<file path="config.mk">
export PLATFORM = sky130hd
export DESIGN_NAME = if_fetch_unit_flat
export DESIGN_NICKNAME = d
export VERILOG_FILES = /design/src/rtl/if_fetch_pkg.sv /design/src/rtl/if_fetch_unit_if.sv /design/src/rtl/if_perf_counters.sv /design/src/rtl/if_fetch_unit.sv /design/src/flat_wrapper.sv
export SDC_FILE = /design/constraint.sdc
export NUM_CORES = 1
export LEC_CHECK = 0
export ABC_AREA = 0
export CORE_AREA = 2 2 121 123
export CTS_CLUSTER_DIAMETER = 200
export DETAILED_ROUTE_END_ITERATION = 7
export DIE_AREA = 0 0 123 125
export PLACE_DENSITY = 0.84
export SLEW_MARGIN = 20
export SYNTH_ARGS = -nofsm -noshare
export SYNTH_HDL_FRONTEND = slang
export SYNTH_SLANG_ARGS = --single-unit
</file>
<file path="constraint.sdc">
create_clock -name clk -period 2.7 [get_ports clk]
set_input_delay 0.27 -clock clk [delete_from_list [all_inputs] [get_ports clk]]
set_output_delay 0.27 -clock clk [all_outputs]
set_load 0.05 [all_outputs]
</file>
<file path="src/rtl/if_fetch_pkg.sv">
// Shared types for the instruction-fetch unit:
// FSM state enum, word type and default PC parameters.
package if_fetch_pkg;

  typedef logic [31:0] word_t;

  typedef enum logic [1:0] {
    IDLE,
    FETCH,
    READY,
    DROP
  } state_e;

  localparam word_t RESET_PC_DEFAULT = 32'h0000_0000;
  localparam word_t PC_STEP_DEFAULT  = 32'd4;

endpackage

</file>
<file path="src/rtl/if_fetch_unit_if.sv">
// Instruction-memory request/response bundle.
// master: imem_req/imem_addr out, imem_ack/imem_rdata in.
interface if_fetch_unit_if;
  import if_fetch_pkg::*;

  logic  imem_req;
  word_t imem_addr;
  logic  imem_ack;
  word_t imem_rdata;

  modport master (
    output imem_req,
    output imem_addr,
    input  imem_ack,
    input  imem_rdata
  );

  modport slave (
    input  imem_req,
    input  imem_addr,
    output imem_ack,
    output imem_rdata
  );

endinterface

</file>
<file path="src/rtl/if_perf_counters.sv">
// Fetch/drop event counters, present only with IF_PERF_CNT_EN.
// In: consume_i, drop_i strobes. Out: fetch_count_o, drop_count_o.
`ifdef IF_PERF_CNT_EN
module if_perf_counters
  import if_fetch_pkg::*;
(
  input  logic  clk,
  input  logic  rst,
  input  logic  consume_i,
  input  logic  drop_i,
  output word_t fetch_count_o,
  output word_t drop_count_o
);

  word_t fetch_q;
  word_t drop_q;

  always_ff @(posedge clk or negedge rst) begin
    if (!rst) begin
      fetch_q <= '0;
      drop_q  <= '0;
    end else begin
      if (consume_i) fetch_q <= fetch_q + 32'd1;
      if (drop_i)    drop_q  <= drop_q + 32'd1;
    end
  end

  assign fetch_count_o = fetch_q;
  assign drop_count_o  = drop_q;

endmodule
`endif

</file>
<file path="src/rtl/if_fetch_unit.sv">
// Fetch engine: PC, imem requests, 1-entry buffer, branch redirect.
// Ports: clk, rst(async low), Freeze, Branch_*, imem (master),
// Instruction_out, PC_out, Valid_out, Flush_out.
// IF_PERF_CNT_EN adds Fetch_count/Drop_count outputs.
module if_fetch_unit
  import if_fetch_pkg::*;
#(
  parameter word_t RESET_PC = RESET_PC_DEFAULT,
  parameter word_t PC_STEP  = PC_STEP_DEFAULT
) (
  input  logic  clk,
  input  logic  rst,
  input  logic  Freeze,
  input  logic  Branch_taken,
  input  word_t Branch_addr,
  if_fetch_unit_if.master imem,
  output word_t Instruction_out,
  output word_t PC_out,
  output logic  Valid_out,
`ifdef IF_PERF_CNT_EN
  output word_t Fetch_count,
  output word_t Drop_count,
`endif
  output logic  Flush_out
);

  state_e state_q;
  word_t  pc_q;
  word_t  addr_q;
  word_t  inst_q;
  word_t  pcp_q;
  logic   valid_q;
  logic   req_q;
  word_t  pc_inc;

  assign pc_inc = pc_q + PC_STEP;

  // A branch never cancels an issued request: from FETCH
  // without ack we park in DROP with addr_q frozen.
  always_ff @(posedge clk or negedge rst) begin
    if (!rst) begin
      state_q <= IDLE;
      pc_q    <= RESET_PC;
      addr_q  <= RESET_PC;
      inst_q  <= '0;
      pcp_q   <= '0;
      valid_q <= 1'b0;
      req_q   <= 1'b0;
    end else if (Branch_taken) begin
      pc_q    <= Branch_addr;
      valid_q <= 1'b0;
      req_q   <= 1'b1;
      unique case (state_q)
        FETCH: begin
          if (imem.imem_ack) addr_q  <= Branch_addr;
          else               state_q <= DROP;
        end
        DROP: begin
          if (imem.imem_ack) begin
            addr_q  <= Branch_addr;
            state_q <= FETCH;
          end
        end
        default: begin
          addr_q  <= Branch_addr;
          state_q <= FETCH;
        end
      endcase
    end else begin
      unique case (state_q)
        IDLE: begin
          addr_q  <= pc_q;
          req_q   <= 1'b1;
          state_q <= FETCH;
        end
        FETCH: begin
          if (imem.imem_ack) begin
            inst_q  <= imem.imem_rdata;
            pcp_q   <= pc_inc;
            valid_q <= 1'b1;
            req_q   <= 1'b0;
            state_q <= READY;
          end
        end
        READY: begin
          if (!Freeze) begin
            pc_q    <= pc_inc;
            addr_q  <= pc_inc;
            valid_q <= 1'b0;
            req_q   <= 1'b1;
            state_q <= FETCH;
          end
        end
        DROP: begin
          if (imem.imem_ack) begin
            addr_q  <= pc_q;
            state_q <= FETCH;
          end
        end
        default: state_q <= IDLE;
      endcase
    end
  end

  assign imem.imem_req   = req_q;
  assign imem.imem_addr  = addr_q;
  assign Instruction_out = inst_q;
  assign PC_out          = pcp_q;
  assign Valid_out       = valid_q;
  assign Flush_out       = Branch_taken;

`ifdef IF_PERF_CNT_EN
  logic consume;
  logic drop;

  assign consume = (state_q == READY) && !Freeze
                 && !Branch_taken;
  assign drop = imem.imem_ack
              && ((state_q == DROP)
              || ((state_q == FETCH) && Branch_taken));

  if_perf_counters u_perf (
    .clk          (clk),
    .rst          (rst),
    .consume_i    (consume),
    .drop_i       (drop),
    .fetch_count_o(Fetch_count),
    .drop_count_o (Drop_count)
  );
`endif

endmodule

</file>
<file path="src/flat_wrapper.sv">
// flat-port wrapper written by rule: the top's interface ports become plain ports
module if_fetch_unit_flat import if_fetch_pkg::*;
#(
  parameter word_t RESET_PC = RESET_PC_DEFAULT,
  parameter word_t PC_STEP  = PC_STEP_DEFAULT
)
  (clk, rst, Freeze, Branch_taken, Branch_addr, Instruction_out, PC_out, Valid_out, Flush_out, imem_imem_req, imem_imem_addr, imem_imem_ack, imem_imem_rdata);
  if_fetch_unit_if imem_i ();
  input  logic clk;
  input  logic rst;
  input  logic Freeze;
  input  logic Branch_taken;
  input  word_t Branch_addr;
  output word_t Instruction_out;
  output word_t PC_out;
  output logic Valid_out;
  output logic Flush_out;
  output wire logic [$bits(imem_i.imem_req)-1:0] imem_imem_req;
  output wire logic [$bits(imem_i.imem_addr)-1:0] imem_imem_addr;
  input wire logic [$bits(imem_i.imem_ack)-1:0] imem_imem_ack;
  input wire logic [$bits(imem_i.imem_rdata)-1:0] imem_imem_rdata;
  assign imem_imem_req = imem_i.imem_req;
  assign imem_imem_addr = imem_i.imem_addr;
  assign imem_i.imem_ack = imem_imem_ack;
  assign imem_i.imem_rdata = imem_imem_rdata;
  if_fetch_unit #(.RESET_PC(RESET_PC), .PC_STEP(PC_STEP)) u_core (.clk(clk), .rst(rst), .Freeze(Freeze), .Branch_taken(Branch_taken), .Branch_addr(Branch_addr), .imem(imem_i), .Instruction_out(Instruction_out), .PC_out(PC_out), .Valid_out(Valid_out), .Flush_out(Flush_out));
endmodule
</file>
# [After elaboration in Yosys (flattened, before gate mapping)]
# Cells that the tools add are included.
[op_classes] addsub=1 n_eq_ne=9 mux=23 n_bitwise=1 reduce_logical=12
[ops] cell="$mux 32" count=7
[ops] cell="$pmux 32 s3" count=1
[ops] cell="$add 32x3->32 const B" count=1
[ops] cell="$ne 3x3->1 const B" count=4
[ops] cell="$reduce_and 3->1" count=4
[ops] cell="$mux 2" count=5
[ops] cell="$pmux 2 s4" count=1
[ops] cell="$reduce_bool 4->1" count=2
[ops] cell="$mux 1" count=6
[ops] cell="$eq 2x2->1 const B" count=2
[ops] cell="$pmux 2 s2" count=1
[ops] cell="$reduce_and 4->1" count=1
[ops] cell="$ne 3x2->1 const B" count=1
[ops] cell="$pmux 1 s3" count=1
[ops] cell="$reduce_bool 3->1" count=1
[ops] cell="$eq 2x1->1 const B" count=1
[ops] cell="$logic_not 2->1" count=1
[ops] cell="$ne 2x1->1 const B" count=1
[ops] cell="$pmux 1 s2" count=1
[ops] cell="$reduce_and 2->1" count=1
[ops] cell="$reduce_bool 2->1" count=1
[ops] cell="$reduce_or 2->1" count=1
[ops] cell="$not 1->1" count=1
[totals] ff_bits=132 inputBits=69 out_inout_bits=99

# [Logic depth before layout (Yosys ltp)]
[depth] depth_word=4 depth_mapped=9

# [Worst setup path after synthesis]
# Ideal clock, no wire load.
[synth_timing] path_type="flip-flop to flip-flop" startpoint="reg u_core.pc_q[2]" endpoint="reg u_core.pc_q[24]" arrival_time_ns=1.853 t_required_ns=2.575 path_slack_ns=0.722 path_stages_with_launch=7 n_path_buf=0 cell_sequence="dfrtp_1 > ha_1 > nand4_1 > nor4_1 > nand3_1 > xnor2_1 > mux2_2"
[synth_via] elab_chain_cells=4
[synth_rtl] item="from (decl)" line_no="if_fetch_unit.sv:28" source="word_t pc_q;"
[synth_rtl] item="from (signal assigned)" line_no="if_fetch_unit.sv:50" source="pc_q <= Branch_addr;"
[synth_rtl] item="from (signal assigned)" line_no="if_fetch_unit.sv:87" source="pc_q <= pc_inc;"
[synth_rtl] item="$add 32x3->32" line_no="if_fetch_unit.sv:36" source="assign pc_inc = pc_q + PC_STEP;"
[synth_rtl] item="$mux 32" line_no="if_fetch_unit.sv:86" source="if (!Freeze) begin"
[synth_rtl] item="$mux 32" line_no="if_fetch_unit.sv:70" source="unique case (state_q)"
[synth_rtl] item="$mux 32" line_no="if_fetch_unit.sv:49" source="end else if (Branch_taken) begin"
# Every way passes these cells. The select of a mux whose other input is x is not followed.
# A chain may end at the register's enable or synchronous reset.

# [Final worst setup path]
[layout_timing] startpoint="reg u_core.pc_q[2]" endpoint="reg u_core.addr_q[28] (netlist: u_core.imem.imem_addr[28])"
[layout_via] elab_chain_cells=4
[layout_rtl] item="$add 32x3->32" line_no="if_fetch_unit.sv:36"
[layout_rtl] item="$mux 32" line_no="if_fetch_unit.sv:86"
[layout_rtl] item="$pmux 32 s3" line_no="if_fetch_unit.sv:70"
[layout_rtl] item="$mux 32" line_no="if_fetch_unit.sv:49"
[layout_rtl] item="to (signal assigned)" line_no="if_fetch_unit.sv:55" source="if (imem.imem_ack) addr_q <= Branch_addr;"
[layout_rtl] item="to (signal assigned)" line_no="if_fetch_unit.sv:72" source="addr_q <= pc_q;"
[layout_rtl] item="to (signal assigned)" line_no="if_fetch_unit.sv:88" source="addr_q <= pc_inc;"
[layout_rtl] item="to (decl)" line_no="if_fetch_unit.sv:29" source="word_t addr_q;"
# Every way passes these cells. The select of a mux whose other input is x is not followed.

==> flow_summary_export.csv <==
group,metric,value,unit
run_status,outcome,"complete, no violations",
routing,ant_nets,0,
clock_network,worstSkewPairLatency,420,ps
yosys,synth_fp_nets,783,
routing,wire_per_inst,18.1,um
sta,maxSlewViolCount,0,
routing,drt_iter0_drc,453,
placed_design,port_buffers,167,
clock_network,cts_resized,0,
yosys,yosysWarnings,0,
sta,min_period_over_period,0.872,
yosys,ys_seq_elements,132,
routing,drt_pass1_iterations,4,
global_route,grt_pass1_vias,5848,
clock_network,root_buffer,"clkbuf_16",
sta,max_slew_margin,0.489,
clock_network,cts.sinks,132,
sta,clock_skew,9.64,ps
global_route,grt_overflow_total,0,
placed_design,place_congestion,0.960,
sta,final.min_clock_period,2360,ps
floorplanning,die_w,123,um
yosys,yosysTopAreaCellShare,0.477,
global_route,antenna_found_initial,0,
setup_path,cpPeakStageDelay,520,ps
global_route,grt_pass1_wl,30200,um
setup_path,critPathLaunch,"u_core.pc_q[2]",
yosys,synth_area_per_cell,9.78,um^2
layout,area.growth.synth_to_final,36.4,%
run,maxCapViolCount,0,
clock_network,cts_setup_buffers,0,
sta,tns,0,ps
routing,route.detailed.drc,0,
pwr,ir_drop,0.693,mV
floorplanning,core,14200,um^2
setup_path,worstPathCellList,"ha_1, and4_1, nand4_1, nor3_1, xnor2_1, o221ai_1",
yosys,synth.largest_area_cell,"dfrtp_1",
worst_hold_path,worstHoldStart,"Branch_taken",
layout,fin_nets,939,
routing,totalWireLength,19200,um
sta,tightest_slew,763,ps
routing,dr_total_vias,6040,
clock_network,h-tree-depth,4,
floorplanning,rows,44,
routing,vias_per_cell,5.69,
setup_path,critPathKind,"reg -> reg",
sta,rsz0062_at_grt,"no",
clock_network,cts_buffers,17,
sta,final-setup-viol-count,0,
setup_path,worstPathMaxFanout,8,
clock_network,cts_tree,"yes",
pwr,p_per_area,1270,nW/um^2
setup_path,cp-start-kind,"flip-flop",
setup_path,cp_data_arrival_time,2620,ps
yosys,ys_seq_area_frac,0.477,
floorplanning,start_util,0.487,
worst_hold_path,hp-class,"in -> reg",
layout,drive_gt1_frac,0.144,
layout,final_cell_count_no_fill,1061,
clock_network,cts.clk_slew.worst_paths,60,ps
placed_design,dp_hpwl,13800,um
setup_path,cp.required,2960,ps
yosys,synth.distinct_cells,49,
setup_path,cp_slowest_cell,"dfrtp_1",
yosys,syn_area,6920,um^2
setup_path,cp_num_buf_inv,0,
sta,hold_viol,0,
yosys,synth_cells,708,
global_route,grt_max_degree,50,
floorplanning,boundaryPins,168,
global_route,globalRouteTotalUtil,0.254,
setup_path,rr_startpoint,"u_core.pc_q[2]",
setup_path,cp-end-kind,"flip-flop",
setup_path,critPathTopFamily,"simple AND/OR/NAND/NOR gates",
yosys,synth_area_leaders,"dfrtp_1 48%, mux2_2 8.6%, xnor2_1 5.4%, nand2_1 4.8%, o21ai_0 4.3%",
pwr,power.total,12.0,mW
floorplanning,die-area,15400,um^2
placed_design,placed_cells,1028,
sta,max_clock_freq,425,MHz
clock_network,clockBufferDepth,2,
pwr,p_leak,3.82,nW
floorplanning,die_h,125,um
layout,num_antenna_cells,0,
[Yosys cell counts (all sizes together)]
cell / count
dfrtp: 132
nand2: 89
o21ai: 66
mux2: 53
nor2: 46
xnor2: 43
buf: 30
clkbuf: 29
nand3: 28
xor2: 24
nand4: 20
nor3: 18
a21oi: 15
inv: 13
nor4: 13
a31oi: 10
mux2i: 8
and3: 6
and4: 6
ha: 6
a211oi: 5
a21o: 4
nand2b: 4
o211ai: 4
o22ai: 4
a41oi: 3
nor2b: 3
o221ai: 3
o31ai: 3
or3: 3
a22oi: 2
and2: 2
o21a: 2
o22a: 2
o311ai: 2
or4: 2
a211o: 1
a21boi: 1
a32oi: 1
o311a: 1
o31a: 1
[logic make-up (layout without fill, tap and decap cells)]
family	after synthesis	count (layout)	share of synthesized area
simple gates	240	240	0.172
flops	132	132	0.477
fa+ha+maj	6	6	0.0108
compound gates	130	130	0.112
buf+inv	72	241	0.0457
xor+xnor	67	67	0.0848
mux	61	61	0.0978
[report_power, final]
group / switching, mW / internal, mW / total, mW
sequential: 0.543 / 2.78 / 3.32
clock: 0.894 / 1.55 / 2.45
combinational: 4.08 / 2.18 / 6.26
total: 5.52 / 6.51 / 12.0
[metal layers]
layer	vias up	GRT usage	part of all wire
li1	2795	-	-
met1	2893	0.337	0.42
met2	317	0.398	0.46
met3	35	0.0698	0.095
met4	0	0.0943	0.023
met5	-	0	0
[per-stage QoR]
stage                util  setup WS [ps]  cell area [um^2]  hold WS, ps
floorplan               -            722              6920        -25.6
finish              0.665            345              9450          339
global route        0.665           82.7              9450          357
CTS                 0.665            414              9450          320
global placement    0.620            477              8810          241
detailed placement  0.620            424              8810          245
[worst paths after layout]
| check | end | slack [ps] | cells after the start |
|---|---|---|---|
| max | u_core.imem.imem_addr[28] | 340 | 6 |
| min | u_core.Valid_out | 340 | 3 |
| max reg2reg | u_core.imem.imem_addr[28] | 340 | 6 |
| min reg2reg | u_core.imem.imem_addr[1] | 470 | 2 |
| max in group asynchronous | u_core.imem.imem_addr[9] | 1660 | 3 |
| min in group asynchronous | u_core.Instruction_out[15] | 360 | 2 |
[area by class of cell]
cell class                      instances  area [um^2]
Multi-Input combinational cell        504         3320
Sequential cell                       132         3300
Tap cell                              184          230
Timing Repair Buffer                  196         1910
Fill cell                            1122         4760
Inverter                               13         48.8
Clock buffer                           21          480
Clock inverter                         11          148
[sequential cells by signal, indices dropped and copies added, names as in the netlist]
name,flops
u_core.Instruction_out,32
u_core.pc_q,32
u_core.PC_out,32
u_core.imem.imem_addr,32
u_core.state_q,2
u_core.imem.imem_req,1
u_core.Valid_out,1
[tightest hold or removal path, stage by stage]
cell and delay, ps:
buf_2 140, buf_4 230, a21oi_1 60
[repair_timing]
action                                  CTS  global route
hold buffers                              1             0
endpoints found under the setup margin    0             0
endpoints found under the hold margin    46             0
[layout by cell type, fill, tap and decap left out, types with 4 or more instances in the layout]
cell type / instances
a211oi_1: 5
a21o_1: 4
a21oi_1: 15
a31oi_1: 10
and3_1: 6
and4_1: 6
buf_4: 26
clkbuf_16: 17
clkbuf_8: 4
clkdlybuf4s50_1: 165
dfrtp_1: 132
ha_1: 6
inv_1: 12
mux2_2: 53
mux2i_1: 8
nand2_1: 89
nand2b_1: 4
nand3_1: 22
nand3_2: 5
nand4_1: 19
nor2_1: 46
nor3_1: 17
nor4_1: 12
o211ai_1: 4
o21ai_0: 59
o21ai_1: 7
xnor2_1: 43
xor2_1: 24
Power figures use the tool's default switching activity.
